### src/rtl/npc_pkg.sv
// Shared decode types for the NPC pipeline: opcodes, functional-unit and ALU
// operation encodings, the decode-stage state enum and the decoded bundle.
package npc_pkg;

  localparam int unsigned XLEN   = 32;
  localparam int unsigned REG_AW = 5;

  localparam logic [6:0] OPC_LUI    = 7'b0110111;
  localparam logic [6:0] OPC_AUIPC  = 7'b0010111;
  localparam logic [6:0] OPC_JAL    = 7'b1101111;
  localparam logic [6:0] OPC_JALR   = 7'b1100111;
  localparam logic [6:0] OPC_BRANCH = 7'b1100011;
  localparam logic [6:0] OPC_LOAD   = 7'b0000011;
  localparam logic [6:0] OPC_STORE  = 7'b0100011;
  localparam logic [6:0] OPC_OP_IMM = 7'b0010011;
  localparam logic [6:0] OPC_OP     = 7'b0110011;
  localparam logic [6:0] OPC_SYSTEM = 7'b1110011;

  localparam logic [XLEN-1:0] INST_ECALL  = 32'h0000_0073;
  localparam logic [XLEN-1:0] INST_EBREAK = 32'h0010_0073;

  typedef enum logic [1:0] {
    FU_ALU = 2'd0,
    FU_BRU = 2'd1,
    FU_LSU = 2'd2,
    FU_CSR = 2'd3
  } fu_type_t;

  // ALU_LUI passes the immediate straight through; branches reuse the
  // compare ops (SUB for eq/ne, SLT/SLTU for signed/unsigned ordering).
  typedef enum logic [3:0] {
    ALU_ADD  = 4'd0,
    ALU_SUB  = 4'd1,
    ALU_SLL  = 4'd2,
    ALU_SLT  = 4'd3,
    ALU_SLTU = 4'd4,
    ALU_XOR  = 4'd5,
    ALU_SRL  = 4'd6,
    ALU_SRA  = 4'd7,
    ALU_OR   = 4'd8,
    ALU_AND  = 4'd9,
    ALU_LUI  = 4'd10
  } alu_op_t;

  typedef enum logic {
    S_EMPTY = 1'b0,
    S_FULL  = 1'b1
  } idu_state_t;

  typedef struct packed {
    logic [REG_AW-1:0] rs1;
    logic [REG_AW-1:0] rs2;
    logic [REG_AW-1:0] rd;
    logic              rd_wen;
    fu_type_t          fu_type;
    alu_op_t           alu_op;
    logic              illegal;
  } idu_bundle_t;

  // Integer ALU op from funct3; alt selects SUB/SRA when funct7[5] is set.
  function automatic alu_op_t alu_op_of(input logic [2:0] f3, input logic alt);
    alu_op_t op;
    case (f3)
      3'b000:  op = alt ? ALU_SUB : ALU_ADD;
      3'b001:  op = ALU_SLL;
      3'b010:  op = ALU_SLT;
      3'b011:  op = ALU_SLTU;
      3'b100:  op = ALU_XOR;
      3'b101:  op = alt ? ALU_SRA : ALU_SRL;
      3'b110:  op = ALU_OR;
      default: op = ALU_AND;
    endcase
    return op;
  endfunction

endpackage

### src/rtl/imm_gen.sv
// Immediate generator: combinational RV32I immediate extraction by opcode.
module imm_gen
  import npc_pkg::*;
(
  input  logic [XLEN-1:0] inst,
  output logic [XLEN-1:0] imm
);

  // Select I/S/B/U/J immediate format from the opcode; R-type and unknown give 0.
  always_comb begin
    imm = '0;
    case (inst[6:0])
      OPC_JALR, OPC_LOAD, OPC_OP_IMM, OPC_SYSTEM:
        imm = {{20{inst[31]}}, inst[31:20]};
      OPC_STORE:
        imm = {{20{inst[31]}}, inst[31:25], inst[11:7]};
      OPC_BRANCH:
        imm = {{19{inst[31]}}, inst[31], inst[7], inst[30:25], inst[11:8], 1'b0};
      OPC_LUI, OPC_AUIPC:
        imm = {inst[31:12], 12'h000};
      OPC_JAL:
        imm = {{11{inst[31]}}, inst[31], inst[19:12], inst[20], inst[30:21], 1'b0};
      default:
        imm = '0;
    endcase
  end

endmodule

### src/rtl/idu.sv
// Instruction decode unit: one-entry registered decode stage between IFU and EXU.
// Build option: define IDU_RV32E_EN to flag any register index >= 16 as illegal
// (RV32E register file); leave it undefined for the full 32-register RV32I file.
module idu
  import npc_pkg::*;
#(
  parameter int unsigned WIDTH = 32
) (
  input  logic             clk,
  input  logic             rst,
  input  logic             ifu_valid,
  input  logic [63:0]      ifu_data,
  output logic             idu_ready,
  output logic             idu_valid,
  input  logic             exu_ready,
  output logic [WIDTH-1:0] pc,
  output logic [WIDTH-1:0] inst,
  output logic [WIDTH-1:0] imm,
  output logic [4:0]       rs1,
  output logic [4:0]       rs2,
  output logic [4:0]       rd,
  output logic             rd_wen,
  output fu_type_t         fu_type,
  output alu_op_t          alu_op,
  output logic             illegal
);

`ifdef IDU_RV32E_EN
  localparam bit RV32E = 1'b1;
`else
  localparam bit RV32E = 1'b0;
`endif

  idu_state_t        state_q;
  idu_state_t        state_d;
  logic              accept;
  logic [XLEN-1:0]   f_inst;
  logic [6:0]        opc;
  logic [2:0]        f3;
  logic [6:0]        f7;
  logic [XLEN-1:0]   dec_imm;
  idu_bundle_t       dec;
  idu_bundle_t       bnd_q;
  logic              legal;
  logic              has_rs1;
  logic              has_rs2;
  logic              has_rd;
  logic              wr_rd;

  assign f_inst = ifu_data[63:32];
  assign opc    = f_inst[6:0];
  assign f3     = f_inst[14:12];
  assign f7     = f_inst[31:25];

  assign idu_ready = (state_q == S_EMPTY) | exu_ready;
  assign idu_valid = (state_q == S_FULL);
  assign accept    = ifu_valid & idu_ready;

  imm_gen u_imm_gen (
    .inst (f_inst),
    .imm  (dec_imm)
  );

  // State register.
  always_ff @(posedge clk or negedge rst) begin
    if (!rst) state_q <= S_EMPTY;
    else      state_q <= state_d;
  end

  // Next state: fill on accept, empty only when drained with nothing new arriving.
  always_comb begin
    state_d = state_q;
    case (state_q)
      S_EMPTY: if (ifu_valid)               state_d = S_FULL;
      S_FULL:  if (exu_ready && !ifu_valid) state_d = S_EMPTY;
      default: state_d = S_EMPTY;
    endcase
  end

  // Decode the incoming instruction into register fields, unit, op and legality.
  always_comb begin
    dec     = '0;
    legal   = 1'b0;
    has_rs1 = 1'b0;
    has_rs2 = 1'b0;
    has_rd  = 1'b0;
    wr_rd   = 1'b0;
    case (opc)
      OPC_LUI: begin
        has_rd = 1'b1; wr_rd = 1'b1; legal = 1'b1;
        dec.alu_op = ALU_LUI;
      end
      OPC_AUIPC: begin
        has_rd = 1'b1; wr_rd = 1'b1; legal = 1'b1;
      end
      OPC_JAL: begin
        has_rd = 1'b1; wr_rd = 1'b1; legal = 1'b1;
        dec.fu_type = FU_BRU;
      end
      OPC_JALR: begin
        has_rs1 = 1'b1; has_rd = 1'b1; wr_rd = 1'b1;
        legal = (f3 == 3'b000);
        dec.fu_type = FU_BRU;
      end
      OPC_BRANCH: begin
        has_rs1 = 1'b1; has_rs2 = 1'b1;
        legal = (f3 != 3'b010) && (f3 != 3'b011);
        dec.fu_type = FU_BRU;
        dec.alu_op  = f3[2] ? (f3[1] ? ALU_SLTU : ALU_SLT) : ALU_SUB;
      end
      OPC_LOAD: begin
        has_rs1 = 1'b1; has_rd = 1'b1; wr_rd = 1'b1;
        legal = (f3 != 3'b011) && (f3[2:1] != 2'b11);
        dec.fu_type = FU_LSU;
      end
      OPC_STORE: begin
        has_rs1 = 1'b1; has_rs2 = 1'b1;
        legal = !f3[2] && (f3[1:0] != 2'b11);
        dec.fu_type = FU_LSU;
      end
      OPC_OP_IMM: begin
        has_rs1 = 1'b1; has_rd = 1'b1; wr_rd = 1'b1;
        if (f3 == 3'b001)      legal = (f7 == 7'h00);
        else if (f3 == 3'b101) legal = (f7 == 7'h00) || (f7 == 7'h20);
        else                   legal = 1'b1;
        dec.alu_op = alu_op_of(f3, (f3 == 3'b101) && f_inst[30]);
      end
      OPC_OP: begin
        has_rs1 = 1'b1; has_rs2 = 1'b1; has_rd = 1'b1; wr_rd = 1'b1;
        legal = (f7 == 7'h00) || ((f7 == 7'h20) && ((f3 == 3'b000) || (f3 == 3'b101)));
        dec.alu_op = alu_op_of(f3, f_inst[30]);
      end
      OPC_SYSTEM: begin
        has_rs1 = 1'b1; has_rd = 1'b1;
        legal = (f_inst == INST_ECALL) || (f_inst == INST_EBREAK);
        dec.fu_type = FU_CSR;
      end
      default: legal = 1'b0;
    endcase

    dec.rs1 = has_rs1 ? f_inst[19:15] : 5'd0;
    dec.rs2 = has_rs2 ? f_inst[24:20] : 5'd0;
    dec.rd  = has_rd  ? f_inst[11:7]  : 5'd0;

    // RV32E only provides x0..x15.
    if (RV32E && (dec.rs1[4] || dec.rs2[4] || dec.rd[4])) legal = 1'b0;

    dec.illegal = !legal;
    dec.rd_wen  = wr_rd && legal && (dec.rd != 5'd0);
  end

  // Output register: reload on every accepted packet, otherwise hold.
  always_ff @(posedge clk or negedge rst) begin
    if (!rst) begin
      pc    <= '0;
      inst  <= '0;
      imm   <= '0;
      bnd_q <= '0;
    end else if (accept) begin
      pc    <= WIDTH'(ifu_data[31:0]);
      inst  <= WIDTH'(f_inst);
      imm   <= WIDTH'(dec_imm);
      bnd_q <= dec;
    end
  end

  assign rs1     = bnd_q.rs1;
  assign rs2     = bnd_q.rs2;
  assign rd      = bnd_q.rd;
  assign rd_wen  = bnd_q.rd_wen;
  assign fu_type = bnd_q.fu_type;
  assign alu_op  = bnd_q.alu_op;
  assign illegal = bnd_q.illegal;

endmodule

### config.mk
export PLATFORM = sky130hd
export DESIGN_NAME = idu
export DESIGN_NICKNAME = d
export VERILOG_FILES = /design/src/rtl/npc_pkg.sv /design/src/rtl/imm_gen.sv /design/src/rtl/idu.sv
export SDC_FILE = /design/constraint.sdc
export NUM_CORES = 1
export LEC_CHECK = 0
export BUFFER_PORTS_ARGS = -buffer_cell sky130_fd_sc_hd__buf_4
export CORE_MARGIN = 2
export CORE_UTILIZATION = 35
export DETAILED_ROUTE_END_ITERATION = 12
export GPL_TIMING_DRIVEN = 1
export SLEW_MARGIN = 20
export SYNTH_ARGS = -nofsm -noshare
export SYNTH_HDL_FRONTEND = slang
export SYNTH_SLANG_ARGS = --single-unit
### constraint.sdc
create_clock -name clk -period 2.3 [get_ports clk]
set_clock_uncertainty 0.05 [all_clocks]
set_input_delay 0.115 -clock clk [delete_from_list [all_inputs] [get_ports clk]]
set_output_delay 0.115 -clock clk [all_outputs]
set_load 0.02 [all_outputs]
==> summary.md <==
| Metric | Value |
|---|---|
| Status | `complete, no violations` |
| Tot GR Track Use | `21.9%` |
| Cell row count | `44` |
| Largest net degree at the start of global routing | `50` |
| WP data arrival | `2.45 ns` |
| Max Slew Vio Count | `0` |
| Core Area | `approximately 14000 um2` |
| CP Launch Type | `primary input` |
| CTS tree | `done` |
| Worst-path clk slew | `0.05 ns` |
| Worst hold margin | `between 0.02 and 0.03 ns` |
| Ports | `189` |
| Post-DP HPWL | `around 11000 um` |
| # diodes | `0` |
| Gate count after technology mapping | `555` |
| CP max stage cell | `or4_4` |
| DRC violations left | `0` |
| Final cell count without fillers | `1005` |
| Post-CTS resize count | `0` |
| Post-synth ARST share | `100%` |
| Syn. warnings | `0` |
| CTS root buffer | `clkbuf_16` |
| Initial Utilization | `35.5%` |
| CTS buffer count | `17` |
| Achievable frequency | `455 MHz` |
| Critical path, cell by cell | `dlygate4sd3_1 -> buf_4 -> or4_4 -> nor3_2 -> nand3_1 -> or4_4 -> a32o_1` |
| DRT iter0 DRCs | `328` |
| CP Capture Type | `flop` |
| CP required | `2.55 ns` |
| Die height | `125 um` |
| Setup TNS Final | `0 ns` |
| Via count | `4981` |
| Min-Delay Path Class | `in2reg` |
| Max clock buf depth | `2` |
| Register area share after synthesis | `58.8%` |
| WL per Instance | `roughly 17 um` |
| H-tree Lvls | `4` |
| Clk_lat worst skew | `0.41 ns` |
| Lkg Pwr | `4.06 nW` |
| Wire length of the first global-routing pass | `27000 um` |
| Worst-path fanout max | `5` |
| Total routed wirelength | `16700 um` |
| Final ANT Viol Nets | `0` |
| Final setup violation count | `0` |
| Worst-Margin Slew | `0.749 ns` |
| Number of port buffers | `~190` |
| Pwr Density | `796 nW/um2` |
| Clock sink count | `120` |
| Synth Register Bits | `120` |
| Fraction of layout cells with a size suffix above 1 | `between 20% and 30%` |
| # fillers | `1229` |
| Total gr overflow | `0` |
| Final hold viol count | `0` |
| Area Overhead vs Synth | `57.6%` |
| Synth unique cells | `48` |
| Placer Congestion | `0.875` |
| Core Util, Final | `56.0%` |
| Max-Cap Viols | `0` |
| Maximum vdd drop | `0.000598 V` |
| Unrepaired setup endpoints after global routing | `no` |
| Mean Syn Cell Area | `9.20 um2` |
| Synthesized Nets | `623` |
| Most used cell along the critical path | `or4_4` |
| Crit path time final | `2.20 ns` |
| Initial antenna violation count | `0` |
| DRT Pass-1 Iters | `5` |
| Number of global-route vias before repair | `5149` |
| Fin crit share | `95.6%` |
| CP max stage delay | `0.56 ns` |
| EDFF count, synth | `0` |
| Nets | `876` |
| Mapped Area | `5100 um2` |
| Die area | `15600 um2` |
| Tot Pwr | `6.40 mW` |
| Post-placement cell count | `908` |
| Ys flop type | `dfrtp_1` |
| Die width | `125 um` |
| CP Class | `in2reg` |
| Relative max-transition margin | `49.9%` |
| DR vias/cell | `4.96` |
-- report_power, final --
| group | internal, mW | total, mW | switching [mW] |
|---|---|---|---|
| clock | 1.87 | 2.83 | 0.958 |
| sequential | 2.30 | 2.41 | 0.110 |
| combinational | 0.503 | 1.16 | 0.661 |
| total | 4.67 | 6.40 | 1.73 |
-- metal layers --
metal	part of all wire, %	routed length, um	vias up	GRT usage [%]
met1	44	7300	2393	28.3
met4	1.9	309	0	7.67
li1	-	-	2369	-
met3	7.9	1320	23	8.16
met2	46	7750	196	33.8
met5	0	0	-	0
-- per-stage QoR --
stage,setup WS (ns),cell area (um2)
floorplan,0.366,5100
global placement,0.282,6760
detailed placement,0.260,6760
CTS,0.136,8040
global route,0.0634,8040
finish,0.101,8040
-- layout make-up --
type                       count  area [um2]  share of cell area, %
multi-input combinational    399        1970                   24.5
tap                          184         230                   2.86
clock buffer                  21         460                   5.72
timing repair buffer         268        2200                   27.3
clock inverter                11         170                   2.12
sequential                   120        3000                   37.3
inverter                       2        7.51                 0.0933
-- synthesized netlist by cell type (all sizes together), types with 4 or more instances --
library cell  instances  area share (%)
nor2                 24             1.8
o21ai                31             3.0
nand2b                6            0.74
nor3                  9            0.98
nor4                  4            0.49
a21boi                9             1.3
a22o                 12             2.1
clkbuf               32             2.4
nand2               234              17
nor2b                 5            0.61
a221oi                5            0.86
nand3                 4            0.39
o221ai               11             1.9
dfrtp               120              59
-- sequential cells by signal, summed over array words and instances (netlist names) --
signal,count
alu_op,4
fu_type,2
idu_valid,1
illegal,1
imm,32
inst,32
pc,32
rd,5
rd_wen,1
rs1,5
rs2,5
-- worst max-delay path, delay by kind of cell --
| kind | cells | cell delay (ns) |
|---|---|---|
| simple gates | 4 | 1.36 |
| buf+inv | 2 | 0.71 |
| compound gates | 1 | 0.26 |
-- kinds of logic (layout without fill, tap and decap cells) --
group | Yosys count | in the layout | share of synthesized area, %
compound gates | 93 | 93 | 13.1
xor+xnor | 2 | 2 | 0.343
buf+inv | 36 | 302 | 2.70
flops | 120 | 120 | 58.8
mux | 1 | 1 | 0.221
simple gates | 303 | 303 | 24.8
-- cells in the final DEF, fill, tap and decap left out, types with 3 or more instances in the layout --
cell	count
a21oi_1	3
buf_4	201
nor3_1	8
bufinv_16	4
nor2b_1	5
nand3_1	4
nand2_1	233
dfrtp_1	120
dlygate4sd3_1	65
a221oi_1	5
o221ai_1	11
clkinvlp_4	3
nor4_1	4
nor2_1	24
a22o_1	11
o21ai_0	31
nand2b_1	6
a21boi_0	9
clkbuf_16	17
o31ai_1	3
-- worst paths after layout --
kind | startpoint | end | slack, ns | cells after the start
max | ifu_data[63] | illegal$_DFFE_PN0P_ | 0.10 | 7
min | ifu_data[35] | inst[3]$_DFFE_PN0P_ | 0.03 | 3
max reg2reg | idu_valid$_DFF_PN0_ | imm[21]$_DFFE_PN0P_ | 0.48 | 4
min reg2reg | inst[9]$_DFFE_PN0P_ | inst[9]$_DFFE_PN0P_ | 0.42 | 2
max in group asynchronous | rst | pc[26]$_DFFE_PN0P_ | 1.30 | 3
min in group asynchronous | rst | pc[8]$_DFFE_PN0P_ | 0.21 | 2
-- timing repair --
| action | 4_1_cts | 5_1_grt |
|---|---|---|
| setup buffers | 0 | 0 |
| hold endpoints to repair | 134 | 0 |
| hold buffers | 65 | 0 |
Power figures use the tool's default switching activity.
